<file path="src/rtl/esm_dep_tracker.sv">
// Instruction-buffer dependency tracker: allocates slots, records a bs x bs hazard
// matrix at allocation, selects the lowest independent unissued slot, releases on completion.
module esm_dep_tracker #(
   parameter int Instruction_word_size = 32,
   parameter int bs                    = 16,
   parameter int regnum                = 32,
   parameter bit TRACK_WAW             = 1'b1,
   parameter bit TRACK_WAR             = 1'b1
) (
   input  logic                             clk,
   input  logic                             rst,
   input  logic                             flush,
   input  logic                             alloc_valid,
   output logic                             alloc_ready,
   input  logic                             RegWrite,
   input  logic                             ALUSrc,
   input  logic [Instruction_word_size-1:0] Instr_in,
   output logic [$clog2(bs)-1:0]            alloc_index,
   output logic                             issue_valid,
   input  logic                             issue_ready,
   output logic [$clog2(bs)-1:0]            issue_index,
   input  logic                             complete_valid,
   input  logic [$clog2(bs)-1:0]            complete_index,
   output logic [0:bs-1]                    valid_entries,
   output logic [0:bs-1]                    independent_instr,
   output logic [$clog2(bs):0]              occupancy,
   output logic                             err
);

   localparam int IW = $clog2(bs);
   localparam int RW = $clog2(regnum);

   logic [bs-1:0]          valid_q;
   logic [bs-1:0]          issued_q;
   logic [bs-1:0][bs-1:0]  dep_q;
   logic [bs-1:0][RW-1:0]  rd_q;
   logic [bs-1:0][RW-1:0]  rs1_q;
   logic [bs-1:0][RW-1:0]  rs2_q;
   logic                   err_q;

   logic [RW-1:0]          rd_new;
   logic [RW-1:0]          rs1_new;
   logic [RW-1:0]          rs2_new;
   logic [bs-1:0]          indep;
   logic [bs-1:0]          cand;
   logic [bs-1:0]          comp_mask;
   logic [bs-1:0]          new_row;
   logic                   comp_ok;
   logic                   alloc_fire;
   logic                   issue_fire;
   logic                   comp_fire;
   logic                   err_set;
   logic                   unused_instr;

   // Only the register fields are consumed; the rest of the word is ignored here.
   assign unused_instr = ^Instr_in;

   assign rd_new  = RegWrite ? Instr_in[7 +: RW] : '0;
   assign rs1_new = Instr_in[15 +: RW];
   assign rs2_new = ALUSrc ? '0 : Instr_in[20 +: RW];

   always_comb begin
      for (int i = 0; i < bs; i++) begin
         indep[i] = valid_q[i] & ~(|dep_q[i]);
      end
   end

   assign cand        = indep & ~issued_q;
   assign alloc_ready = ~(&valid_q);
   assign issue_valid = |cand;

   // Descending scans so the lowest matching index is the one left standing.
   always_comb begin
      alloc_index = '0;
      for (int i = bs - 1; i >= 0; i--) begin
         if (!valid_q[i]) alloc_index = IW'(i);
      end
   end

   always_comb begin
      issue_index = '0;
      for (int i = bs - 1; i >= 0; i--) begin
         if (cand[i]) issue_index = IW'(i);
      end
   end

   always_comb begin
      valid_entries     = '0;
      independent_instr = '0;
      occupancy         = '0;
      for (int i = 0; i < bs; i++) begin
         valid_entries[i]     = valid_q[i];
         independent_instr[i] = indep[i];
         occupancy            = occupancy + {{IW{1'b0}}, valid_q[i]};
      end
   end

   assign comp_ok    = complete_valid & valid_q[complete_index] & issued_q[complete_index];
   assign alloc_fire = alloc_valid & alloc_ready & ~flush;
   assign issue_fire = issue_valid & issue_ready & ~flush;
   assign comp_fire  = comp_ok & ~flush;
   assign err_set    = complete_valid & ~comp_ok & ~flush;
   assign err        = err_q;

   // A slot retiring this cycle must not become a producer for the new entry.
   always_comb begin
      comp_mask = '0;
      if (comp_ok) comp_mask[complete_index] = 1'b1;
   end

   always_comb begin
      new_row = '0;
      for (int j = 0; j < bs; j++) begin
         new_row[j] = valid_q[j] & ~comp_mask[j] &
                      (((rd_q[j] != '0) && ((rs1_new == rd_q[j]) || (rs2_new == rd_q[j]))) ||
                       (TRACK_WAW && (rd_new != '0) && (rd_new == rd_q[j])) ||
                       (TRACK_WAR && (rd_new != '0) &&
                        ((rd_new == rs1_q[j]) || (rd_new == rs2_q[j]))));
      end
   end

   // Issue, completion and allocation always touch distinct slots, so their
   // updates cannot collide; the new row already excludes the completing column.
   always_ff @(posedge clk or negedge rst) begin
      if (!rst) begin
         valid_q  <= '0;
         issued_q <= '0;
         dep_q    <= '0;
         rd_q     <= '0;
         rs1_q    <= '0;
         rs2_q    <= '0;
      end else if (flush) begin
         valid_q  <= '0;
         issued_q <= '0;
         dep_q    <= '0;
      end else begin
         if (issue_fire) issued_q[issue_index] <= 1'b1;
         if (comp_fire) begin
            valid_q[complete_index]  <= 1'b0;
            issued_q[complete_index] <= 1'b0;
            for (int i = 0; i < bs; i++) begin
               dep_q[i][complete_index] <= 1'b0;
            end
         end
         if (alloc_fire) begin
            valid_q[alloc_index]  <= 1'b1;
            issued_q[alloc_index] <= 1'b0;
            dep_q[alloc_index]    <= new_row;
            rd_q[alloc_index]     <= rd_new;
            rs1_q[alloc_index]    <= rs1_new;
            rs2_q[alloc_index]    <= rs2_new;
         end
      end
   end

   always_ff @(posedge clk or negedge rst) begin
      if (!rst) begin
         err_q <= 1'b0;
      end else if (err_set) begin
         err_q <= 1'b1;
      end
   end

endmodule

</file>
<file path="config.mk">
export PLATFORM = sky130hd
export DESIGN_NAME = esm_dep_tracker
export DESIGN_NICKNAME = d
export VERILOG_FILES = /design/src/rtl/esm_dep_tracker.sv
export SDC_FILE = /design/constraint.sdc
export NUM_CORES = 1
export LEC_CHECK = 0
export CAP_MARGIN = 20
export CORE_ASPECT_RATIO = 1.2
export CORE_UTILIZATION = 55
export CTS_BUF_LIST = sky130_fd_sc_hd__clkbuf_8
export CTS_CLUSTER_DIAMETER = 50
export CTS_CLUSTER_SIZE = 25
export DETAILED_ROUTE_END_ITERATION = 6
export PLACE_DENSITY = 0.73
export SYNTH_ARGS = -nofsm -noshare
export SYNTH_HDL_FRONTEND = slang
export SYNTH_SLANG_ARGS = --single-unit
</file>
<file path="constraint.sdc">
create_clock -name clk -period 7.3 [get_ports clk]
set_clock_uncertainty 0.1 [all_clocks]
set_input_delay 2.19 -clock clk [delete_from_list [all_inputs] [get_ports clk]]
set_output_delay 2.19 -clock clk [all_outputs]
set_load 0.01 [all_outputs]
</file>
## Yosys cells after proc, flatten, opt, wreduce, memory -nomap -nowiden

Index checks and enable logic that the tools add are counted.

- Register bits after elaboration: 529
- Latch bits: 0
- Bits in writable memories: 0
- Bits in read-only memories: 0
- Input port bits: 44
- Output and inout bits: 48
- Logic and storage cells: 503
- Memories kept: 0

- $add $sub $neg: 15
- $mul: 0
- Divide/modulo/power cells: 0
- $lt $le $gt $ge: 6
- Equality and inequality tests: 80
- Shift operators: 0
- Muxes and demuxes: 67
- Bitwise gates (word level): 117
- Reduce and logical (&&, ||, !) cells: 151

Operators with widths:

| kind | number |
|---|---|
| 256-bit 2-to-1 mux | 4 |
| 5-bit equality test | 80 |
| 16-bit AND | 20 |
| 16-bit OR reduction | 17 |
| 256-bit bitwise mux | 1 |
| 80-bit bitwise mux | 3 |
| 16-bit 2-to-1 mux | 12 |
| 4-bit 2-to-1 mux | 32 |
| 5-bit nonzero test | 17 |
| 16-bit demux with 4-bit select | 1 |
| 1-bit logical OR | 64 |
| 1-bit AND | 57 |
| 5-bit by 1-bit adder with 5-bit output | 11 |
| 1-bit logical AND | 51 |
| 16-bit NOT | 3 |
| 1-bit NOT | 35 |
| 16-bit OR | 2 |
| 5-bit demux with 4-bit select | 1 |
| 16-bit AND reduction | 1 |
| 4-bit by 5-bit less-than comparator with 1-bit output, second input constant | 3 |
| 5-bit 2-to-1 mux | 3 |
| 1-bit demux with 4-bit select | 3 |
| 4-bit by 1-bit greater-or-equal comparator with 1-bit output, second input constant | 3 |
| 1-bit binary-select mux with 4-bit select | 2 |
| other kinds (6) | 10 |

## Depth between registers and ports, before layout

- Depth in word-level cells: 33
- Mapped depth: 13
- Gate-level depth less buffers: 13

## Worst setup path before layout

No wires, ideal clock.

- Path type: register to output
- Start point: register valid_q[15]
- End point: output occupancy[4]
- Arrival: 3494 ps
- Data required time: 5010 ps
- Slack: 1516 ps
- Cell stages (with the launch flop): 14
- Buffers on the path: 0
- Cell sequence: dfrtp_1 > fa_1 > inv_1 > fa_1 > inv_1 > fa_1 > inv_1 > fa_1 > inv_1 > ha_1 > inv_1 > fa_1 > nor2b_1 > o21a_1

- Longest elaborated chain between the ends: 1

Ends and longest elaborated chain:

| what | RTL line | RTL |
|---|---|---|
| from (decl) | 33 | `logic [bs-1:0] valid_q;` |
| from (signal assigned) | 126 | `valid_q <= '0;` |
| from (signal assigned) | 133 | `valid_q <= '0;` |
| from (signal, indexed assignment) | 139 | `valid_q[complete_index] <= 1'b0;` |
| 5-bit by 1-bit adder with 5-bit output | 94 | `occupancy = occupancy + {{IW{1'b0}}, valid_q[i]};` |
| to (decl) | 26 | `output logic [$clog2(bs):0] occupancy,` |

Every way passes these cells.

## Worst setup path after layout

Ends and elaborated chain as after synthesis.

==> results.md <==
- Fin crit share: a little under 100%
- Mapped Cells: 3007
- Multiplexer share of the synthesized area: about 2.3%
- Initial Util: roughly 56%
- Status: finished with violations
- Post-synthesis compound-gate area fraction: between 10% and 20%
- Start of the worst register-to-register path: valid_q[4]
- CP Buf/Inv Count: 6
- Later-pin clock latency in the skew report: between 0.7 and 0.8 ns
- Cell Area, Synth: around 0.028 mm^2
- ANT nets after route: 0
- Slowest cell on crit path: fa_1
- Yosys reg bits: around 530
- Clk root buf: clkbuf_8
- Gr ovfl total: 0
- Die area: between 0.05 and 0.06 mm^2
- Critical path class: reg -> out
- Synth Flop Type: dfrtp_1
- Slew Viols, Final: 0
- Row count: just under 90
- Ys async rst share: 100%
- # H-tree levels: 2
- Placed Area: about 0.029 mm^2
- P_leak: ~13 nW
- EDFF count, synth: 0
- Syn Nets: slightly above 3000
- DIE WIDTH: a little over 200 um
- Drt pass-1 iters: 7
- GRT Overall Usage: about 33%
- Synth unique cells: between 80 and 90
- Family with the most delay on the worst path: adder cells
- Launch point of the worst path: valid_q[15]
- Via density: 6.29
- Number of global-route vias before repair: 22100
- Worst path depth: 14
- Max Cap Viol: 0
- Post-Route Setup TNS: 0 ns
- Routability Congestion: 0.953
- Hold path startpoint: rs1_q[7]
- IR drop worst, VDD: ~0.00010 V
- Final worst slack: 0.231 ns
- Seq/Total Area, Yosys: between 40% and 50%
- Max_slew headroom: 19.4%
- Final Cell Area: about 0.03 mm^2
- Cts repair resizes: 0
- Vias: between 20000 and 25000
- Avg Cell Area, Syn: a little over 9 um^2
- Final hold viol count: 0
- CP Cell Sequence: fa_1 > inv_1 > fa_1 > inv_1 > fa_1 > inv_1 > fa_1 > inv_1 > ha_1 > inv_1 > fa_1 > nor2b_1 > o21a_1 > clkdlybuf4s50_1
- Xor and xnor area share after synthesis: between 10 and 15%
- Least-Margin Pin Slew: ~1.2 ns
- DRC viols: 9
- DR WL/cell: around 23 um
- Nets: ~3000
- Post-detail-place hpwl: between 50 and 60 mm
- Crit path largest cell delay: around 0.55 ns
- Area Growth Syn to Fin: 8.80%
- Longest Clk Path Bufs: 3
- Required @ worst endpoint: between 5 and 6 ns
- Simple logic cell fraction of the synthesized area: between 10% and 20%
- Setup bufs post-CTS: 0
- Register clock-pin slew on the reported worst setup and hold paths: approximately 0.10 ns
- Worst Reg-to-Reg Cells: 9
- Layout cells sized above 1: a little under a tenth
- Worst setup SP type: flop
- Critical Path Fanout Max: 2
- Num Clock Sinks: ~530
- Port Buffer Count: between 70 and 80
- Worst Setup Slack post-DPL: 0.949 ns
- CTS hold repair buffers: 0
- Num CTS Buffers: between 40 and 50
- Finish-stage setup viols: 0
- Antenna violations before repair: 1
- Core box area: roughly 0.049 mm^2
- Largest net degree at the start of global routing: about 180
- WL final: 83.3 mm
- Adder-Cell Fraction of Synth Area: less than 1%
- CP endpoint kind: output pin
- Yosys warning total: 0
- Hold path cells: 2
- Num ports: 92
- Failing checks: design-rule violations
- First-pass GRT wire length: 129 mm
- FMAX: 141 MHz
- Power Dens Cells: 188 mW/mm^2
- Combinational family with the most area after synthesis: simple AND/OR/NAND/NOR gates
- Hold crit path type: reg -> reg
- CTS tree: done
- DRT iter0 DRCs: roughly 2400
- Worst EP arrival: 4.78 ns
- RSZ-0062 raised after global routing: no
- Die Ht: between 200 and 250 um
- WHS: roughly 0.4 ns
- Final worst path period need: roughly 7.1 ns
==> area by class of cell <==
class,instances,area (um^2)
Fill cell,4212,19300
Multi-Input combinational cell,2177,13300
Sequential cell,529,13200
Timing Repair Buffer,163,1540
Tap cell,637,797
Clock buffer,48,661
Clock inverter,32,499
Inverter,35,131
Antenna cell,2,5.00
==> path summary, 6_finish.rpt <==
kind	endpoint	slack (ns)
setup reg to reg	dep_q[62]	3.70
hold reg to reg	rs1_q[7]	0.40
hold / removal	rs1_q[7]	0.40
max in group asynchronous	issued_q[2]	4.52
setup / recovery	occupancy[4]	0.23
min in group asynchronous	dep_q[213]	1.23
==> cell usage in the layout (no fill, tap or decap), types with 13 or more instances in the layout <==
| cell | synthesis | layout |
|---|---|---|
| nand3_1 | 328 | 328 |
| dfrtp_1 | 529 | 529 |
| or4_1 | 40 | 40 |
| clkdlybuf4s50_1 | 0 | 67 |
| buf_4 | 10 | 77 |
| xor2_1 | 215 | 215 |
| mux2_2 | 50 | 50 |
| o22ai_1 | 26 | 26 |
| o21ai_0 | 413 | 413 |
| and3_1 | 20 | 20 |
| nand4_1 | 22 | 22 |
| a31oi_1 | 19 | 19 |
| nor4_1 | 34 | 34 |
| nor4b_1 | 13 | 13 |
| nor3_1 | 107 | 107 |
| clkbuf_8 | 0 | 48 |
| nor2_1 | 113 | 111 |
| nand2_1 | 368 | 358 |
| a21oi_1 | 43 | 43 |
| xnor2_1 | 175 | 175 |
| inv_1 | 34 | 34 |
==> synthesized netlist by cell type (all sizes together), types with 10 or more instances <==
library cell / instances / area, um^2
nand3: 329 / 1650
nand2: 371 / 1410
a21oi: 50 / 277
dfrtp: 529 / 13200
clkbuf: 188 / 711
o22ai: 26 / 163
buf: 78 / 410
nor3: 110 / 566
o21ai: 418 / 2090
xor2: 215 / 1880
and3: 20 / 125
mux2: 50 / 563
nand2b: 10 / 62.6
fa: 10 / 200
nand3b: 12 / 90.1
nand4: 22 / 138
nor4b: 15 / 144
a31oi: 22 / 183
xnor2: 175 / 1530
or4: 41 / 312
nor2b: 10 / 62.6
inv: 34 / 128
nor4: 36 / 246
nor2: 115 / 442
==> layer usage <==
layer / vias to the layer above / GRT usage, % / wire length (um)
met5: - / 0 / 0
met4: 0 / 14.7 / 3590
met3: 239 / 5.67 / 7250
met2: 1036 / 53.4 / 38800
met1: 11200 / 44.3 / 33600
li1: 10200 / - / -
==> registers in the layout, indices dropped and copies added, names as in the netlist <==
signal	cells
dep_q	256
err	1
issued_q	16
rd_q	80
rs1_q	80
rs2_q	80
valid_q	16
==> cells by family (layout without fill, tap and decap cells) <==
kind of cell    Yosys count  count (layout)
flops                   529             529
buf+inv                 301             278
other cells               0               2
xor+xnor                390             390
mux                      55              55
fa+ha+maj                16              16
compound gates          589             589
simple gates           1127            1127
==> through the flow <==
stage          power [mW]  utilization [%]  instances
5_1_grt              5.83             61.0       3622
4_1_cts              5.67             60.6       3610
3_3_place_gp         3.58             58.2       3530
6_report             5.66             61.0       3623
2_1_floorplan        3.38                -       3007
3_5_place_dp         3.60             58.2       3530
==> report_power, final <==
group | leakage (nW) | total, mW | switching [mW] | internal (mW)
sequential | 7.36 | 3.00 | 0.0370 | 2.96
clock | 0.574 | 2.11 | 1.18 | 0.932
combinational | 5.54 | 0.548 | 0.368 | 0.180
==> worst reg2reg max path, delay by kind of cell, from the launching register on <==
kind / cells / cell delay [ns]
and+or+nand+nor: 3 / 0.90
AOI/OAI and AO/OA: 3 / 0.84
DFF: 1 / 0.72
muxes: 2 / 0.70
buffers and inverters: 1 / 0.19
Power figures use the tool's default switching activity.
